==> src/rtl/ps2_arrow_decoder_if.sv <==
// Bundle of the PS/2 pin pair and the decoded key/scan outputs of ps2_arrow_decoder.
// The master side drives the PS/2 lines and observes the decoded results.
interface ps2_arrow_decoder_if;
    logic       ps2_clk;
    logic       ps2_data;
    logic [3:0] key;
    logic [7:0] scan_code;
    logic       scan_valid;
    logic       frame_err;

    modport master (
        output ps2_clk, ps2_data,
        input  key, scan_code, scan_valid, frame_err
    );

    modport slave (
        input  ps2_clk, ps2_data,
        output key, scan_code, scan_valid, frame_err
    );
endinterface

==> src/rtl/ps2_arrow_decoder.sv <==
// PS/2 set-2 receiver that turns arrow-key make/break sequences into a held-key vector {right,left,down,up}.
// Define PS2_WASD_EN to let the W/A/S/D letter keys drive the same bits alongside the arrows.
module ps2_arrow_decoder #(
    parameter int FILTER_LEN     = 8,
    parameter int TIMEOUT_CYCLES = 65000
) (
    input logic                 pclk,
    input logic                 rst,
    ps2_arrow_decoder_if.slave  bus
);
    localparam int FILT_W = $clog2(FILTER_LEN + 1);
    localparam int TO_W   = $clog2(TIMEOUT_CYCLES + 1);

    typedef enum logic [1:0] {IDLE, DATA, PARITY, STOP} state_t;

    state_t      state, state_next;
    logic        clk_s1, clk_s2, data_s1, data_s2;
    logic        filt_clk, strobe;
    logic [FILT_W-1:0] filt_cnt;
    logic [TO_W-1:0]   to_cnt;
    logic [2:0]  bit_cnt;
    logic [7:0]  shift_reg;
    logic        parity_bit;
    logic        ext, brk;
    logic [3:0]  arrow_key;
    logic [7:0]  scan_code_r;
    logic        scan_valid_r, frame_err_r;
    logic        timeout_hit, frame_ok, frame_bad;

    // Synchronize both lines, then require FILTER_LEN agreeing samples before the filtered clock
    // flips; the strobe fires on the cycle the filtered clock falls.
    always_ff @(posedge pclk) begin
        if (rst) begin
            clk_s1   <= 1'b1;
            clk_s2   <= 1'b1;
            data_s1  <= 1'b1;
            data_s2  <= 1'b1;
            filt_clk <= 1'b1;
            filt_cnt <= '0;
            strobe   <= 1'b0;
        end else begin
            clk_s1  <= bus.ps2_clk;
            clk_s2  <= clk_s1;
            data_s1 <= bus.ps2_data;
            data_s2 <= data_s1;
            strobe  <= 1'b0;
            if (clk_s2 == filt_clk) begin
                filt_cnt <= '0;
            end else if (filt_cnt == FILT_W'(FILTER_LEN - 1)) begin
                filt_cnt <= '0;
                filt_clk <= clk_s2;
                strobe   <= filt_clk & ~clk_s2;
            end else begin
                filt_cnt <= filt_cnt + 1'b1;
            end
        end
    end

    always_ff @(posedge pclk) begin
        if (rst) state <= IDLE;
        else     state <= state_next;
    end

    always_comb begin
        state_next = state;
        if (timeout_hit) begin
            state_next = IDLE;
        end else if (strobe) begin
            case (state)
                IDLE:    if (!data_s2) state_next = DATA;
                DATA:    if (bit_cnt == 3'd7) state_next = PARITY;
                PARITY:  state_next = STOP;
                STOP:    state_next = IDLE;
                default: state_next = IDLE;
            endcase
        end
    end

    // A strobe and a timeout can never coincide, which keeps scan_valid and frame_err exclusive.
    always_comb begin
        timeout_hit = (state != IDLE) && !strobe && (to_cnt == TO_W'(TIMEOUT_CYCLES - 1));
        frame_ok    = (state == STOP) && strobe && data_s2 && (^{parity_bit, shift_reg});
        frame_bad   = ((state == STOP) && strobe && !(data_s2 && (^{parity_bit, shift_reg})))
                      || timeout_hit;
    end

    always_ff @(posedge pclk) begin
        if (rst) begin
            to_cnt     <= '0;
            bit_cnt    <= '0;
            shift_reg  <= '0;
            parity_bit <= 1'b0;
        end else begin
            if (state == IDLE || strobe || timeout_hit) to_cnt <= '0;
            else                                        to_cnt <= to_cnt + 1'b1;
            if (strobe) begin
                case (state)
                    IDLE:    bit_cnt <= '0;
                    DATA: begin
                        shift_reg <= {data_s2, shift_reg[7:1]};
                        bit_cnt   <= bit_cnt + 1'b1;
                    end
                    PARITY:  parity_bit <= data_s2;
                    default: ;
                endcase
            end
        end
    end

`ifdef PS2_WASD_EN
    logic [3:0] letter_key;
`endif

    // Decode happens on the same edge that raises scan_valid so key and scan_code appear together.
    always_ff @(posedge pclk) begin
        if (rst) begin
            scan_code_r  <= 8'h00;
            scan_valid_r <= 1'b0;
            frame_err_r  <= 1'b0;
            ext          <= 1'b0;
            brk          <= 1'b0;
            arrow_key    <= 4'b0000;
`ifdef PS2_WASD_EN
            letter_key   <= 4'b0000;
`endif
        end else begin
            scan_valid_r <= frame_ok;
            frame_err_r  <= frame_bad;
            if (frame_bad) begin
                ext <= 1'b0;
                brk <= 1'b0;
            end else if (frame_ok) begin
                scan_code_r <= shift_reg;
                case (shift_reg)
                    8'hE0: ext <= 1'b1;
                    8'hF0: brk <= 1'b1;
                    8'h00, 8'hFF, 8'hAA: begin
                        arrow_key <= 4'b0000;
`ifdef PS2_WASD_EN
                        letter_key <= 4'b0000;
`endif
                        ext <= 1'b0;
                        brk <= 1'b0;
                    end
                    default: begin
                        if (ext) begin
                            case (shift_reg)
                                8'h74:   arrow_key[3] <= ~brk;
                                8'h6B:   arrow_key[2] <= ~brk;
                                8'h72:   arrow_key[1] <= ~brk;
                                8'h75:   arrow_key[0] <= ~brk;
                                default: ;
                            endcase
                        end
`ifdef PS2_WASD_EN
                        else begin
                            case (shift_reg)
                                8'h23:   letter_key[3] <= ~brk;
                                8'h1C:   letter_key[2] <= ~brk;
                                8'h1B:   letter_key[1] <= ~brk;
                                8'h1D:   letter_key[0] <= ~brk;
                                default: ;
                            endcase
                        end
`endif
                        ext <= 1'b0;
                        brk <= 1'b0;
                    end
                endcase
            end
        end
    end

`ifdef PS2_WASD_EN
    assign bus.key = arrow_key | letter_key;
`else
    assign bus.key = arrow_key;
`endif
    assign bus.scan_code  = scan_code_r;
    assign bus.scan_valid = scan_valid_r;
    assign bus.frame_err  = frame_err_r;
endmodule

==> src/flat_wrapper.sv <==
// flat-port wrapper written by rule: the top's interface ports become plain ports
module ps2_arrow_decoder_flat 
#(
    parameter int FILTER_LEN     = 8,
    parameter int TIMEOUT_CYCLES = 65000
)
  (pclk, rst, bus_ps2_clk, bus_ps2_data, bus_key, bus_scan_code, bus_scan_valid, bus_frame_err);
  ps2_arrow_decoder_if bus_i ();
  input logic pclk;
  input logic rst;
  input wire logic [$bits(bus_i.ps2_clk)-1:0] bus_ps2_clk;
  input wire logic [$bits(bus_i.ps2_data)-1:0] bus_ps2_data;
  output wire logic [$bits(bus_i.key)-1:0] bus_key;
  output wire logic [$bits(bus_i.scan_code)-1:0] bus_scan_code;
  output wire logic [$bits(bus_i.scan_valid)-1:0] bus_scan_valid;
  output wire logic [$bits(bus_i.frame_err)-1:0] bus_frame_err;
  assign bus_i.ps2_clk = bus_ps2_clk;
  assign bus_i.ps2_data = bus_ps2_data;
  assign bus_key = bus_i.key;
  assign bus_scan_code = bus_i.scan_code;
  assign bus_scan_valid = bus_i.scan_valid;
  assign bus_frame_err = bus_i.frame_err;
  ps2_arrow_decoder #(.FILTER_LEN(FILTER_LEN), .TIMEOUT_CYCLES(TIMEOUT_CYCLES)) u_core (.pclk(pclk), .rst(rst), .bus(bus_i));
endmodule
==> config.mk <==
export PLATFORM = sky130hd
export DESIGN_NAME = ps2_arrow_decoder_flat
export DESIGN_NICKNAME = d
export VERILOG_FILES = /design/src/rtl/ps2_arrow_decoder_if.sv /design/src/rtl/ps2_arrow_decoder.sv /design/src/flat_wrapper.sv
export SDC_FILE = /design/constraint.sdc
export NUM_CORES = 1
export LEC_CHECK = 0
export CAP_MARGIN = 0
export CORE_AREA = 2 2 84 86
export CTS_CLUSTER_DIAMETER = 40
export CTS_CLUSTER_SIZE = 25
export DETAILED_ROUTE_END_ITERATION = 16
export DIE_AREA = 0 0 86 88
export HOLD_SLACK_MARGIN = 0.05
export PLACE_DENSITY = 0.63
export SLEW_MARGIN = 20
export SYNTH_ARGS = -nofsm -noshare
export SYNTH_HDL_FRONTEND = slang
export SYNTH_SLANG_ARGS = --single-unit
==> constraint.sdc <==
create_clock -name pclk -period 3.55 [get_ports pclk]
set_input_delay 0.71 -clock pclk [delete_from_list [all_inputs] [get_ports pclk]]
set_output_delay 0.71 -clock pclk [all_outputs]
set_load 0.01 [all_outputs]
==> flow_summary.json <==
{
  "r2r_slack_ps": 1110,
  "finalSetupViolCount": 0,
  "n_antenna_cell": 0,
  "syn_to_final_growth_pct": 12.81,
  "max-slew-margin-rel_pct": 58.48,
  "fin_crit_ps": 2442,
  "clock_latency_ps": 310,
  "post-place-cells": 375,
  "worst_pin_slew_ps": 617.1,
  "die_h_um": 88,
  "yosysWarnings": 0,
  "final_nets": 330,
  "crit_cells": 7,
  "seq_power_share_pct": 58.9,
  "routed_wl_mm": 4.609,
  "swShare_pct": 20.67,
  "leakagePower_nw": 1.060,
  "clock_sinks": 56,
  "combPwrFrac_pct": 1.5,
  "cpLargestDelayFamily": "XOR/XNOR gates",
  "vias": 1869,
  "critPathLaunchType": "flip-flop",
  "drt_iter0_markers": 101,
  "finalNonFillerCells": 383,
  "synth-edff-count": 0,
  "drc": 0,
  "powerDensity_mw_per_mm2": 367.1,
  "grt_pass1_vias": 1807,
  "synthesis.area_sq_mm": 0.002587,
  "synth_top_flop_cell": "dfxtp_1",
  "maxCapViolCount": 0,
  "start_util_pct": 38.95,
  "cp.arrival_ps": 2660,
  "ios": 18,
  "core_sq_mm": 0.006644,
  "ys_ff_latch": 56,
  "fmax_mhz": 409.4,
  "die_x_um": 86,
  "floorplan.rows": 30,
  "run_status": "finished, final reports clean",
  "crit_buf_inv": 1,
  "largest_register_ffs": 16,
  "finClkSkew_ps": 10.69,
  "worstSetupEndpointType": "flip-flop",
  "cts_made_buffers": 5,
  "reg2regPathDepth": 7,
  "ys_async_sr_fraction_pct": 0,
  "detail-route-antenna-nets": 0,
  "vias_per_cell": 4.880,
  "synth_cells": 286,
  "synth_cell_types": 40,
  "cts_buffer_depth": 2,
  "antenna_found_initial": 0,
  "port_buffers": 17,
  "crit_chain": "inv_1 > ha_1 > xnor3_1 > xnor2_1 > and2b_2 > o2111ai_1 > mux2_2",
  "cts_tree": "done",
  "detailed_place.area_sq_mm": 0.002808,
  "place_hpwl_mm": 3.238,
  "grt_start_max_net_pins": 35,
  "r2r-end": "u_core.bus.key[2]$_SDFFE_PP0P_",
  "critPathMaxFanout": 13,
  "gp_congestion": 0.7987,
  "cts_setup_buffers": 0,
  "pre_cts_ws_ps": 1132,
  "grt_remaining_overflow": 0,
  "finalCritPeriodShare_pct": 68.80,
  "grtUsageTotal_pct": 12.85,
  "design_area_sq_mm": 0.002919,
  "crit_required_ps": 3760,
  "dieArea_sq_mm": 0.007568,
  "tns_ps": 0,
  "power.internal_uw": 850.1,
  "synth_nets": 314,
  "irDropWorstVdd_uv": 179.3,
  "crit_end": "u_core.bus.key[2]$_SDFFE_PP0P_",
  "cts_root_buf": "clkbuf_8",
  "final_max_slew_viol_count": 0,
  "first_pass_iters": 4,
  "cts_resized": 0,
  "rsz0062_at_grt": "false",
  "reg2reg_from": "u_core.shift_reg[6]$_SDFFE_PP0P_",
  "clk_pin_slew_ps": 100,
  "layout_setup_ws_ps": 1108,
  "synth.avg_cell_area_sq_um": 9.047,
  "grt_first_pass_wirelength_mm": 7.900,
  "power_switching_uw": 221.5,
  "htreeDepth": 2,
  "crit_slowest_cell": "dfxtp_1",
  "clkPwrFrac_pct": 39.6,
  "ctsHoldBuffers": 0,
  "route.detailed.wl_per_inst_um": 12.03,
  "critical-path-max-stage-delay_ps": 440,
  "fillCellCount": 658,
  "crit_start": "u_core.shift_reg[6]$_SDFFE_PP0P_",
  "finalHoldViolCount": 0,
  "yosysSeqAreaShare_pct": 43.33,
  "drive_above_1_share_pct": 5.611,
  "path_class": "reg -> reg",
  "hold_class": "reg -> reg"
}
stage by stage:
step	utilization (%)	hold slack, ps	power, mW
floorplan	-	389.5	0.6554
CTS	43.94	418.4	1.084
global route	43.94	433.7	1.109
finish	43.94	416.6	1.072
detailed placement	42.26	394.5	0.6618
global placement	42.26	407.9	0.6619
worst min path at each step:
stage	startpoint	to	slack [ps]	cells past startpoint
6_report	u_core.clk_s1$_SDFF_PP1_	u_core.clk_s2$_SDFF_PP1_	420	1
5_1_grt	u_core.clk_s1$_SDFF_PP1_	u_core.clk_s2$_SDFF_PP1_	430	1
4_1_cts	u_core.clk_s1$_SDFF_PP1_	u_core.clk_s2$_SDFF_PP1_	420	1
3_5_place_dp	u_core.clk_s1$_SDFF_PP1_	u_core.clk_s2$_SDFF_PP1_	390	1
3_3_place_gp	u_core.clk_s1$_SDFF_PP1_	u_core.clk_s2$_SDFF_PP1_	410	1
2_1_floorplan	u_core.clk_s1$_SDFF_PP1_	u_core.clk_s2$_SDFF_PP1_	390	1
synthesized netlist by cell type, types with 4 or more instances:
cell type / n / area share [%]
mux2i_1: 10 / 3.9
a21oi_1: 16 / 3.1
xnor2_1: 6 / 2.0
dfxtp_1: 56 / 43
clkbuf_1: 5 / 0.73
inv_1: 15 / 2.2
ha_1: 24 / 12
nor2_1: 40 / 5.8
nand2_1: 36 / 5.2
nand3_1: 9 / 1.7
o21ai_0: 5 / 0.97
or2_2: 5 / 1.2
and2_1: 4 / 0.97
nor4_1: 4 / 0.97
xor2_1: 12 / 4.1
final cells by class:
cell class	count	area (sq um)	area share, %
flip-flops and latches	56	1121	38.41
well taps	80	100.1	3.429
clock inverters	2	38.79	1.329
inverters	15	56.30	1.929
clock buffers	6	72.57	2.486
repair buffers	18	177.7	6.087
multi-input cells	206	1353	46.34
power by group through the flow:
stage	registers [mW]	logic [mW]	clock network, mW
after floorplan	0.646	0.00985	0
after global placement	0.646	0.0157	0
after detailed placement	0.646	0.0158	0
after CTS	0.632	0.0159	0.436
after global routing	0.632	0.0180	0.459
final	0.632	0.0156	0.425
worst register-to-register path: stages (launching register included):
cell	delay, ps
dfxtp_1	440
inv_1	90
ha_1	330
xnor3_1	360
xnor2_1	240
and2b_2	420
o2111ai_1	190
mux2_2	300
logic make-up (layout without fill, tap and decap cells):
logic type / count (synthesis) / after routing / synth area share, %
and+or+nand+nor: 118 / 118 / 21.52
buffers and inverters: 24 / 41 / 4.400
adders and majority gates: 24 / 24 / 11.61
DFF: 56 / 56 / 43.33
xor gates and xnor gates: 19 / 19 / 6.963
AOI/OAI and AO/OA: 34 / 34 / 7.882
muxes: 11 / 11 / 4.304
layer usage:
metal  routed length, um  vias to the layer above  global-route usage (%)
li1                    -                      985                       -
met2                2000                       22                   19.73
met3                 146                        8                   3.205
met1                2417                      854                   17.72
met4                  45                        0                   4.185
met5                   0                        -                       0
cell usage in the layout (no fill, tap or decap), types with 2 or more instances in the layout:
| master | n |
|---|---|
| ha_1 | 24 |
| nor4_1 | 4 |
| nand4_1 | 3 |
| nor3_1 | 3 |
| nand3_1 | 9 |
| a31oi_1 | 2 |
| clkdlybuf4s50_1 | 17 |
| inv_1 | 15 |
| xnor2_1 | 6 |
| and4_1 | 2 |
| mux2i_1 | 10 |
| and3_1 | 3 |
| a22oi_1 | 3 |
| nor2b_1 | 2 |
| dfxtp_1 | 56 |
| nor2_1 | 40 |
| a21oi_1 | 16 |
| and2_1 | 4 |
| o22ai_1 | 2 |
| xor2_1 | 12 |
| nand2_1 | 36 |
| clkbuf_8 | 5 |
| o21ai_0 | 5 |
| or2_2 | 5 |
Power figures use the tool's default switching activity.
